**src/rtl/tomasulo_pkg.sv**
```systemverilog
// tomasulo_pkg: shared tag/data constants and helpers for the Tomasulo core.
package tomasulo_pkg;
    localparam int DEF_DATA_W = 16;
    localparam int DEF_TAG_W  = 3;
    localparam logic [DEF_TAG_W-1:0]  TAG_FREE = '0;
    localparam logic [DEF_TAG_W-1:0]  Q_NONE   = TAG_FREE;
    localparam logic [DEF_DATA_W-1:0] V_NONE   = '0;

    function automatic logic tag_ok(input int tag, input int num_rs);
        return tag != 0 && tag <= num_rs;
    endfunction
endpackage

```
**src/rtl/reg_status_table_if.sv**
```systemverilog
// reg_status_table_if: dispatch, CDB and operand-read signals of the register status table.
interface reg_status_table_if
    import tomasulo_pkg::*;
#(
    parameter int NUM_REGS = 4,
    parameter int DATA_W   = DEF_DATA_W,
    parameter int NUM_RS   = 4,
    parameter int TAG_W    = DEF_TAG_W,
    parameter int RA_W     = 2,
    parameter int CNT_W    = $clog2(NUM_REGS + 1)
);
    logic              flush;
    logic              disp_valid;
    logic [RA_W-1:0]   disp_rd;
    logic [TAG_W-1:0]  disp_tag;
    logic              disp_err;
    logic              cdb_valid;
    logic [TAG_W-1:0]  cdb_tag;
    logic [DATA_W-1:0] cdb_data;
    logic [RA_W-1:0]   rda_addr;
    logic [RA_W-1:0]   rdb_addr;
    logic [TAG_W-1:0]  rda_tag;
    logic [TAG_W-1:0]  rdb_tag;
    logic [DATA_W-1:0] rda_data;
    logic [DATA_W-1:0] rdb_data;
    logic [NUM_RS-1:0] cdb_done;
    logic [CNT_W-1:0]  pending_cnt;

    modport master (
        output flush, disp_valid, disp_rd, disp_tag, cdb_valid, cdb_tag, cdb_data, rda_addr, rdb_addr,
        input  disp_err, rda_tag, rdb_tag, rda_data, rdb_data, cdb_done, pending_cnt
    );
    modport slave (
        input  flush, disp_valid, disp_rd, disp_tag, cdb_valid, cdb_tag, cdb_data, rda_addr, rdb_addr,
        output disp_err, rda_tag, rdb_tag, rda_data, rdb_data, cdb_done, pending_cnt
    );
endinterface

```
**src/rtl/rst_read_port.sv**
```systemverilog
// rst_read_port: operand read of the status table with same-cycle CDB bypass.
module rst_read_port
    import tomasulo_pkg::*;
#(
    parameter int NUM_REGS = 4,
    parameter int DATA_W   = DEF_DATA_W,
    parameter int TAG_W    = DEF_TAG_W,
    parameter int RA_W     = 2
) (
    input  logic [NUM_REGS-1:0][TAG_W-1:0]  tags_i,
    input  logic [NUM_REGS-1:0][DATA_W-1:0] data_i,
    input  logic [RA_W-1:0]                 addr_i,
    input  logic                            cdb_valid_i,
    input  logic [TAG_W-1:0]                cdb_tag_i,
    input  logic [DATA_W-1:0]               cdb_data_i,
    output logic [TAG_W-1:0]                tag_o,
    output logic [DATA_W-1:0]               data_o
);
    logic              in_range;
    logic [TAG_W-1:0]  raw_tag;
    logic [DATA_W-1:0] raw_data;
    logic              bypass;

    always_comb begin
        in_range = 32'(addr_i) < NUM_REGS;
        raw_tag  = in_range ? tags_i[addr_i] : TAG_W'(Q_NONE);
        raw_data = in_range ? data_i[addr_i] : DATA_W'(V_NONE);
        bypass   = raw_tag != '0 && cdb_valid_i && cdb_tag_i == raw_tag;
        tag_o    = bypass ? TAG_W'(Q_NONE) : raw_tag;
        data_o   = bypass ? cdb_data_i : raw_data;
    end
endmodule

```
**src/rtl/reg_status_table.sv**
```systemverilog
// reg_status_table: per-register value and producer tag (Qi) for Tomasulo dispatch and CDB write-back.
module reg_status_table
    import tomasulo_pkg::*;
#(
    parameter int NUM_REGS = 4,
    parameter int DATA_W   = DEF_DATA_W,
    parameter int NUM_RS   = 4,
    parameter int TAG_W    = DEF_TAG_W,
    parameter int RA_W     = 2,
    parameter logic [NUM_REGS*DATA_W-1:0] INIT_DATA = {16'd5, 16'd3, 16'd4, 16'd2}
) (
    input logic Clock,
    input logic Reset,
    reg_status_table_if.slave bus
);
    localparam int CNT_W = $clog2(NUM_REGS + 1);

    logic [NUM_REGS-1:0][TAG_W-1:0]  tag_q, tag_d;
    logic [NUM_REGS-1:0][DATA_W-1:0] data_q, data_d;
    logic [NUM_RS-1:0]               done_q, done_d;
    logic [CNT_W-1:0]                cnt_q, cnt_d;
    logic                            err_q, err_d;
    logic                            cdb_ok, disp_ok, hit;

    always_comb begin
        cdb_ok  = bus.cdb_valid && tag_ok(32'(bus.cdb_tag), NUM_RS);
        disp_ok = bus.disp_valid && tag_ok(32'(bus.disp_tag), NUM_RS) && 32'(bus.disp_rd) < NUM_REGS;
        err_d   = bus.disp_valid && !disp_ok && !bus.flush;
        done_d  = cdb_ok ? NUM_RS'(1) << (bus.cdb_tag - TAG_W'(1)) : '0;
        cnt_d   = '0;
        hit     = 1'b0;
        tag_d   = tag_q;
        data_d  = data_q;
        // flush beats a same-cycle dispatch, which beats the CDB clearing the tag
        for (int i = 0; i < NUM_REGS; i++) begin
            hit       = cdb_ok && tag_q[i] == bus.cdb_tag;
            data_d[i] = hit ? bus.cdb_data : data_q[i];
            tag_d[i]  = bus.flush ? '0 :
                        (disp_ok && 32'(bus.disp_rd) == i) ? bus.disp_tag :
                        hit ? '0 : tag_q[i];
            cnt_d     = cnt_d + CNT_W'(tag_d[i] != '0);
        end
    end

    always_ff @(posedge Clock or posedge Reset) begin
        if (Reset) begin
            tag_q  <= '0;
            data_q <= INIT_DATA;
            done_q <= '0;
            cnt_q  <= '0;
            err_q  <= 1'b0;
        end else begin
            tag_q  <= tag_d;
            data_q <= data_d;
            done_q <= done_d;
            cnt_q  <= cnt_d;
            err_q  <= err_d;
        end
    end

    assign bus.disp_err    = err_q;
    assign bus.cdb_done    = done_q;
    assign bus.pending_cnt = cnt_q;

    rst_read_port #(.NUM_REGS(NUM_REGS), .DATA_W(DATA_W), .TAG_W(TAG_W), .RA_W(RA_W)) u_rda (
        .tags_i(tag_q), .data_i(data_q), .addr_i(bus.rda_addr),
        .cdb_valid_i(cdb_ok), .cdb_tag_i(bus.cdb_tag), .cdb_data_i(bus.cdb_data),
        .tag_o(bus.rda_tag), .data_o(bus.rda_data)
    );

    rst_read_port #(.NUM_REGS(NUM_REGS), .DATA_W(DATA_W), .TAG_W(TAG_W), .RA_W(RA_W)) u_rdb (
        .tags_i(tag_q), .data_i(data_q), .addr_i(bus.rdb_addr),
        .cdb_valid_i(cdb_ok), .cdb_tag_i(bus.cdb_tag), .cdb_data_i(bus.cdb_data),
        .tag_o(bus.rdb_tag), .data_o(bus.rdb_data)
    );
endmodule

```
**src/flat_wrapper.sv**
```systemverilog
// flat-port wrapper written by rule: the top's interface ports become plain ports
module reg_status_table_flat import tomasulo_pkg::*;
#(
    parameter int NUM_REGS = 4,
    parameter int DATA_W   = DEF_DATA_W,
    parameter int NUM_RS   = 4,
    parameter int TAG_W    = DEF_TAG_W,
    parameter int RA_W     = 2,
    parameter logic [NUM_REGS*DATA_W-1:0] INIT_DATA = {16'd5, 16'd3, 16'd4, 16'd2}
)
  (Clock, Reset, bus_flush, bus_disp_valid, bus_disp_rd, bus_disp_tag, bus_cdb_valid, bus_cdb_tag, bus_cdb_data, bus_rda_addr, bus_rdb_addr, bus_disp_err, bus_rda_tag, bus_rdb_tag, bus_rda_data, bus_rdb_data, bus_cdb_done, bus_pending_cnt);
  reg_status_table_if #(.NUM_REGS(NUM_REGS), .DATA_W(DATA_W), .NUM_RS(NUM_RS), .TAG_W(TAG_W), .RA_W(RA_W)) bus_i ();
  input logic Clock;
  input logic Reset;
  input wire logic [$bits(bus_i.flush)-1:0] bus_flush;
  input wire logic [$bits(bus_i.disp_valid)-1:0] bus_disp_valid;
  input wire logic [$bits(bus_i.disp_rd)-1:0] bus_disp_rd;
  input wire logic [$bits(bus_i.disp_tag)-1:0] bus_disp_tag;
  input wire logic [$bits(bus_i.cdb_valid)-1:0] bus_cdb_valid;
  input wire logic [$bits(bus_i.cdb_tag)-1:0] bus_cdb_tag;
  input wire logic [$bits(bus_i.cdb_data)-1:0] bus_cdb_data;
  input wire logic [$bits(bus_i.rda_addr)-1:0] bus_rda_addr;
  input wire logic [$bits(bus_i.rdb_addr)-1:0] bus_rdb_addr;
  output wire logic [$bits(bus_i.disp_err)-1:0] bus_disp_err;
  output wire logic [$bits(bus_i.rda_tag)-1:0] bus_rda_tag;
  output wire logic [$bits(bus_i.rdb_tag)-1:0] bus_rdb_tag;
  output wire logic [$bits(bus_i.rda_data)-1:0] bus_rda_data;
  output wire logic [$bits(bus_i.rdb_data)-1:0] bus_rdb_data;
  output wire logic [$bits(bus_i.cdb_done)-1:0] bus_cdb_done;
  output wire logic [$bits(bus_i.pending_cnt)-1:0] bus_pending_cnt;
  assign bus_i.flush = bus_flush;
  assign bus_i.disp_valid = bus_disp_valid;
  assign bus_i.disp_rd = bus_disp_rd;
  assign bus_i.disp_tag = bus_disp_tag;
  assign bus_i.cdb_valid = bus_cdb_valid;
  assign bus_i.cdb_tag = bus_cdb_tag;
  assign bus_i.cdb_data = bus_cdb_data;
  assign bus_i.rda_addr = bus_rda_addr;
  assign bus_i.rdb_addr = bus_rdb_addr;
  assign bus_disp_err = bus_i.disp_err;
  assign bus_rda_tag = bus_i.rda_tag;
  assign bus_rdb_tag = bus_i.rdb_tag;
  assign bus_rda_data = bus_i.rda_data;
  assign bus_rdb_data = bus_i.rdb_data;
  assign bus_cdb_done = bus_i.cdb_done;
  assign bus_pending_cnt = bus_i.pending_cnt;
  reg_status_table #(.NUM_REGS(NUM_REGS), .DATA_W(DATA_W), .NUM_RS(NUM_RS), .TAG_W(TAG_W), .RA_W(RA_W), .INIT_DATA(INIT_DATA)) u_core (.Clock(Clock), .Reset(Reset), .bus(bus_i));
endmodule
```
**config.mk**
```make
export PLATFORM = sky130hd
export DESIGN_NAME = reg_status_table_flat
export DESIGN_NICKNAME = d
export VERILOG_FILES = /design/src/rtl/tomasulo_pkg.sv /design/src/rtl/reg_status_table_if.sv /design/src/rtl/rst_read_port.sv /design/src/rtl/reg_status_table.sv /design/src/flat_wrapper.sv
export SDC_FILE = /design/constraint.sdc
export NUM_CORES = 1
export LEC_CHECK = 0
export CAP_MARGIN = 20
export CORE_MARGIN = 4
export CORE_UTILIZATION = 55
export CTS_CLUSTER_SIZE = 16
export DETAILED_ROUTE_END_ITERATION = 8
export HOLD_SLACK_MARGIN = 0.06
export PLACE_DENSITY = 0.91
export SLEW_MARGIN = 20
export SYNTH_ARGS = -nofsm -noshare
export SYNTH_HDL_FRONTEND = slang
export SYNTH_SLANG_ARGS = --single-unit
```
**constraint.sdc**
```tcl
create_clock -name Clock -period 5.7 [get_ports Clock]
set_input_delay 1.14 -clock Clock [delete_from_list [all_inputs] [get_ports Clock]]
set_output_delay 1.14 -clock Clock [all_outputs]
set_load 0.02 [all_outputs]
```
==> flow_metrics.env <==
export IMPL_gp_congestion=0.845
export IMPL_cts_setup_buffers=0
export IMPL_num_fill_cells=602
export IMPL_synth_area_leaders="dfrtp_1 (39%), mux2_2 (18%), mux4_2 (16%), mux2_4 (5.4%), dfstp_2 (3.1%)"
export IMPL_overflow=0
export IMPL_start_util_pct=57.2
export IMPL_wire_per_inst_um=20.6
export IMPL_tightest_slew_ns=0.963
export IMPL_cts_sinks=84
export IMPL_synth_edf_count=0
export IMPL_antenna_found_initial=0
export IMPL_arrival_ns=4.14
export IMPL_fin_crit_ns=5.28
export IMPL_fin_util_pct=69.8
export IMPL_hold_buffers=0
export IMPL_cts_tree="built"
export IMPL_syn_to_final_growth_pct=22.0
export IMPL_synth_async_reset_ratio_pct=100
export IMPL_synth_fp_nets=382
export IMPL_finalSetupViolCount=0
export IMPL_slew_limit_headroom_pct=35.7
export IMPL_final_nets=461
export IMPL_num_io_pins=79
export IMPL_ys_warnings_count=0
export IMPL_cts_resized=0
export IMPL_dp_hpwl_mm=7.82
export IMPL_root_buffer="clkbuf_8"
export IMPL_fin_skew_ns=0.00383
export IMPL_cp_required_ns=4.56
export IMPL_vias=3325
export IMPL_critPathKind="input port to output port"
export IMPL_fin_crit_sh_pct=92.7
export IMPL_hold_viol_final=0
export IMPL_post_route_cells_drive_above_1_share_pct=41.5
export IMPL_ant_nets=0
export IMPL_fmax_ghz=0.189
export IMPL_cts_buffers=9
export IMPL_ys_seq_elements=84
export IMPL_groute_usage_overall_pct=21.3
export IMPL_rsz0062_at_grt="no"
export IMPL_antenna_cells=0
export IMPL_yosys_cell_types_count=43
export IMPL_core_area_sq_um=8810
export IMPL_p_per_area_nw_per_um2=346
export IMPL_worstPathMaxFanout=13
export IMPL_synth_avg_cell_area_sq_um=14.6
export IMPL_fin_setup_tns_ns=0
export IMPL_vdd_drop_max_v=0.000259
export IMPL_route_detailed_drc=0
export IMPL_portBuffers=78
export IMPL_p_leak_uw=0.00253
export IMPL_rows=34
export IMPL_die_area_sq_um=10800
export IMPL_clock_path_buffers=2
export IMPL_clk_latency_ns=0.36
export IMPL_synthCells=346
export IMPL_first_pass_iters=4
export IMPL_synth_top_cell_by_area="dfrtp_1"
export IMPL_grt_pass1_wl_mm=18.5
export IMPL_routed_wl_mm=11.1
export IMPL_hold_class="flip-flop to flip-flop"
export IMPL_htree_num_levels=3
export IMPL_synthesis_area_sq_um=5040
export IMPL_die_w_um=104
export IMPL_end_kind="output port"
export IMPL_die_h_um=104
export IMPL_synth_ff_type="dfrtp_1"
export IMPL_vias_per_cell=6.19
export IMPL_grt_max_degree=55
export IMPL_drt_iter0_drc=203
export IMPL_synth_top_cell_area_share_pct=38.7
export IMPL_synth_seq_area_share_pct=41.9
export IMPL_maxCapViolCount=0
export IMPL_status="finished, final reports clean"
export IMPL_startpoint_type="input port"
export IMPL_grt_pass1_vias=3580
export IMPL_slew_violations=0
export IMPL_clkSlewWorstSetupHoldPaths_ns=0.08
-- cell usage after synthesis, types with 2 or more instances --
library cell and count:
a211o_1 3, a21oi_1 6, a21oi_2 2, a22o_1 3, a32o_1 6, and2_1 6, and2b_2 2, buf_12 2
buf_2 10, buf_6 2, clkbuf_1 9, dfrtp_1 78, dfstp_2 6, ha_1 2, inv_1 4, mux2_2 80
mux2_4 18, mux2i_1 4, mux4_2 36, nand2_1 2, nand3_1 5, nand3b_1 4, nand4_1 3, nor2_1 2
nor2b_1 2, nor2b_2 2, nor3_1 8, nor3b_4 2, nor4bb_1 2, o21a_1 3, o21ai_0 3, o32ai_1 2
or2_1 2, or3_1 2, xnor2_1 7, xor2_1 9
-- flip-flops by register name (all words and copies together) (netlist names) --
name and flops:
u_core.bus.cdb_done 4, u_core.bus.disp_err 1, u_core.bus.pending_cnt 3, u_core.data_q 64, u_core.tag_q 12
-- layout by cell type, fill, tap and decap left out, types with 6 or more instances in the layout --
master	netlist	final
a21oi_1	6	6
a32o_1	6	6
and2_1	6	6
buf_4	0	12
clkbuf_8	0	11
clkdlybuf4s50_1	0	78
dfrtp_1	78	78
dfstp_2	6	6
mux2_2	80	80
mux2_4	18	18
mux4_2	36	36
nor3_1	8	8
xnor2_1	7	7
xor2_1	9	9
-- metrics by stage --
stage	hold WS [ns]	std cells	power [uW]	instance area [sq um]	setup slack, ns
CTS	0.530	537	2140	6150	0.403
detailed placement	0.515	522	1660	5920	0.459
global route	0.553	537	2230	6150	0.289
finish	0.531	537	2130	6150	0.417
global placement	0.502	522	1620	5920	0.496
floorplan	0.492	346	1370	5040	1.65
-- final timing paths --
| path | slack, ns | cells past startpoint | start | to |
|---|---|---|---|---|
| worst max-delay path | 0.42 | 8 | bus_rdb_addr[1] | bus_rdb_data[3] |
| worst min-delay path | 0.53 | 1 | u_core.data_q[16]$_DFFE_PP0P_ | u_core.data_q[16]$_DFFE_PP0P_ |
| worst max register to register | 2.93 | 8 | u_core.tag_q[1]$_DFF_PP0_ | u_core.bus.pending_cnt[1]$_DFF_PP0_ |
| worst min register to register | 0.53 | 1 | u_core.data_q[16]$_DFFE_PP0P_ | u_core.data_q[16]$_DFFE_PP0P_ |
| max in group asynchronous | 3.50 | 3 | Reset | u_core.bus.cdb_done[2]$_DFF_PP0_ |
| min in group asynchronous | 1.13 | 2 | Reset | u_core.bus.pending_cnt[1]$_DFF_PP0_ |
-- report_power, final --
part | internal, uW | switching [uW]
Clock | 268 | 211
Sequential | 751 | 103
Combinational | 490 | 304
Total | 1510 | 617
-- critical path, cell delays in order --
cell	delay, ns
clkdlybuf4s50_1	0.54
buf_4	0.29
mux4_2	0.58
xnor2_1	0.21
nor3b_4	0.23
buf_4	0.24
mux2_2	0.37
clkdlybuf4s50_1	0.54
-- final cells by class --
class | count | area (sq um) | area share (%)
tap | 108 | 135 | 2.20
clock inverter | 4 | 72.6 | 1.18
timing repair buffer | 91 | 891 | 14.5
inverter | 4 | 16.3 | 0.265
clock buffer | 11 | 151 | 2.46
sequential | 84 | 2110 | 34.3
multi-input combinational | 235 | 2770 | 45.1
-- routing by layer --
metal	wire (um)	GRT usage [%]
met5	0	0
met4	120	6.55
met3	499	4.60
met2	5600	35.7
met1	4840	28.1
-- kinds of logic after synthesis --
kind of cell	share of synthesized area, %
flip-flops	41.9
AO/OA/AOI/OAI	4.72
XOR/XNOR	2.78
adder cells (fa/ha/maj)	0.894
AND/OR/NAND/NOR	6.43
buffers and inverters	3.20
multiplexers	40.1
No activity file was read; power rests on OpenSTA's default activity.
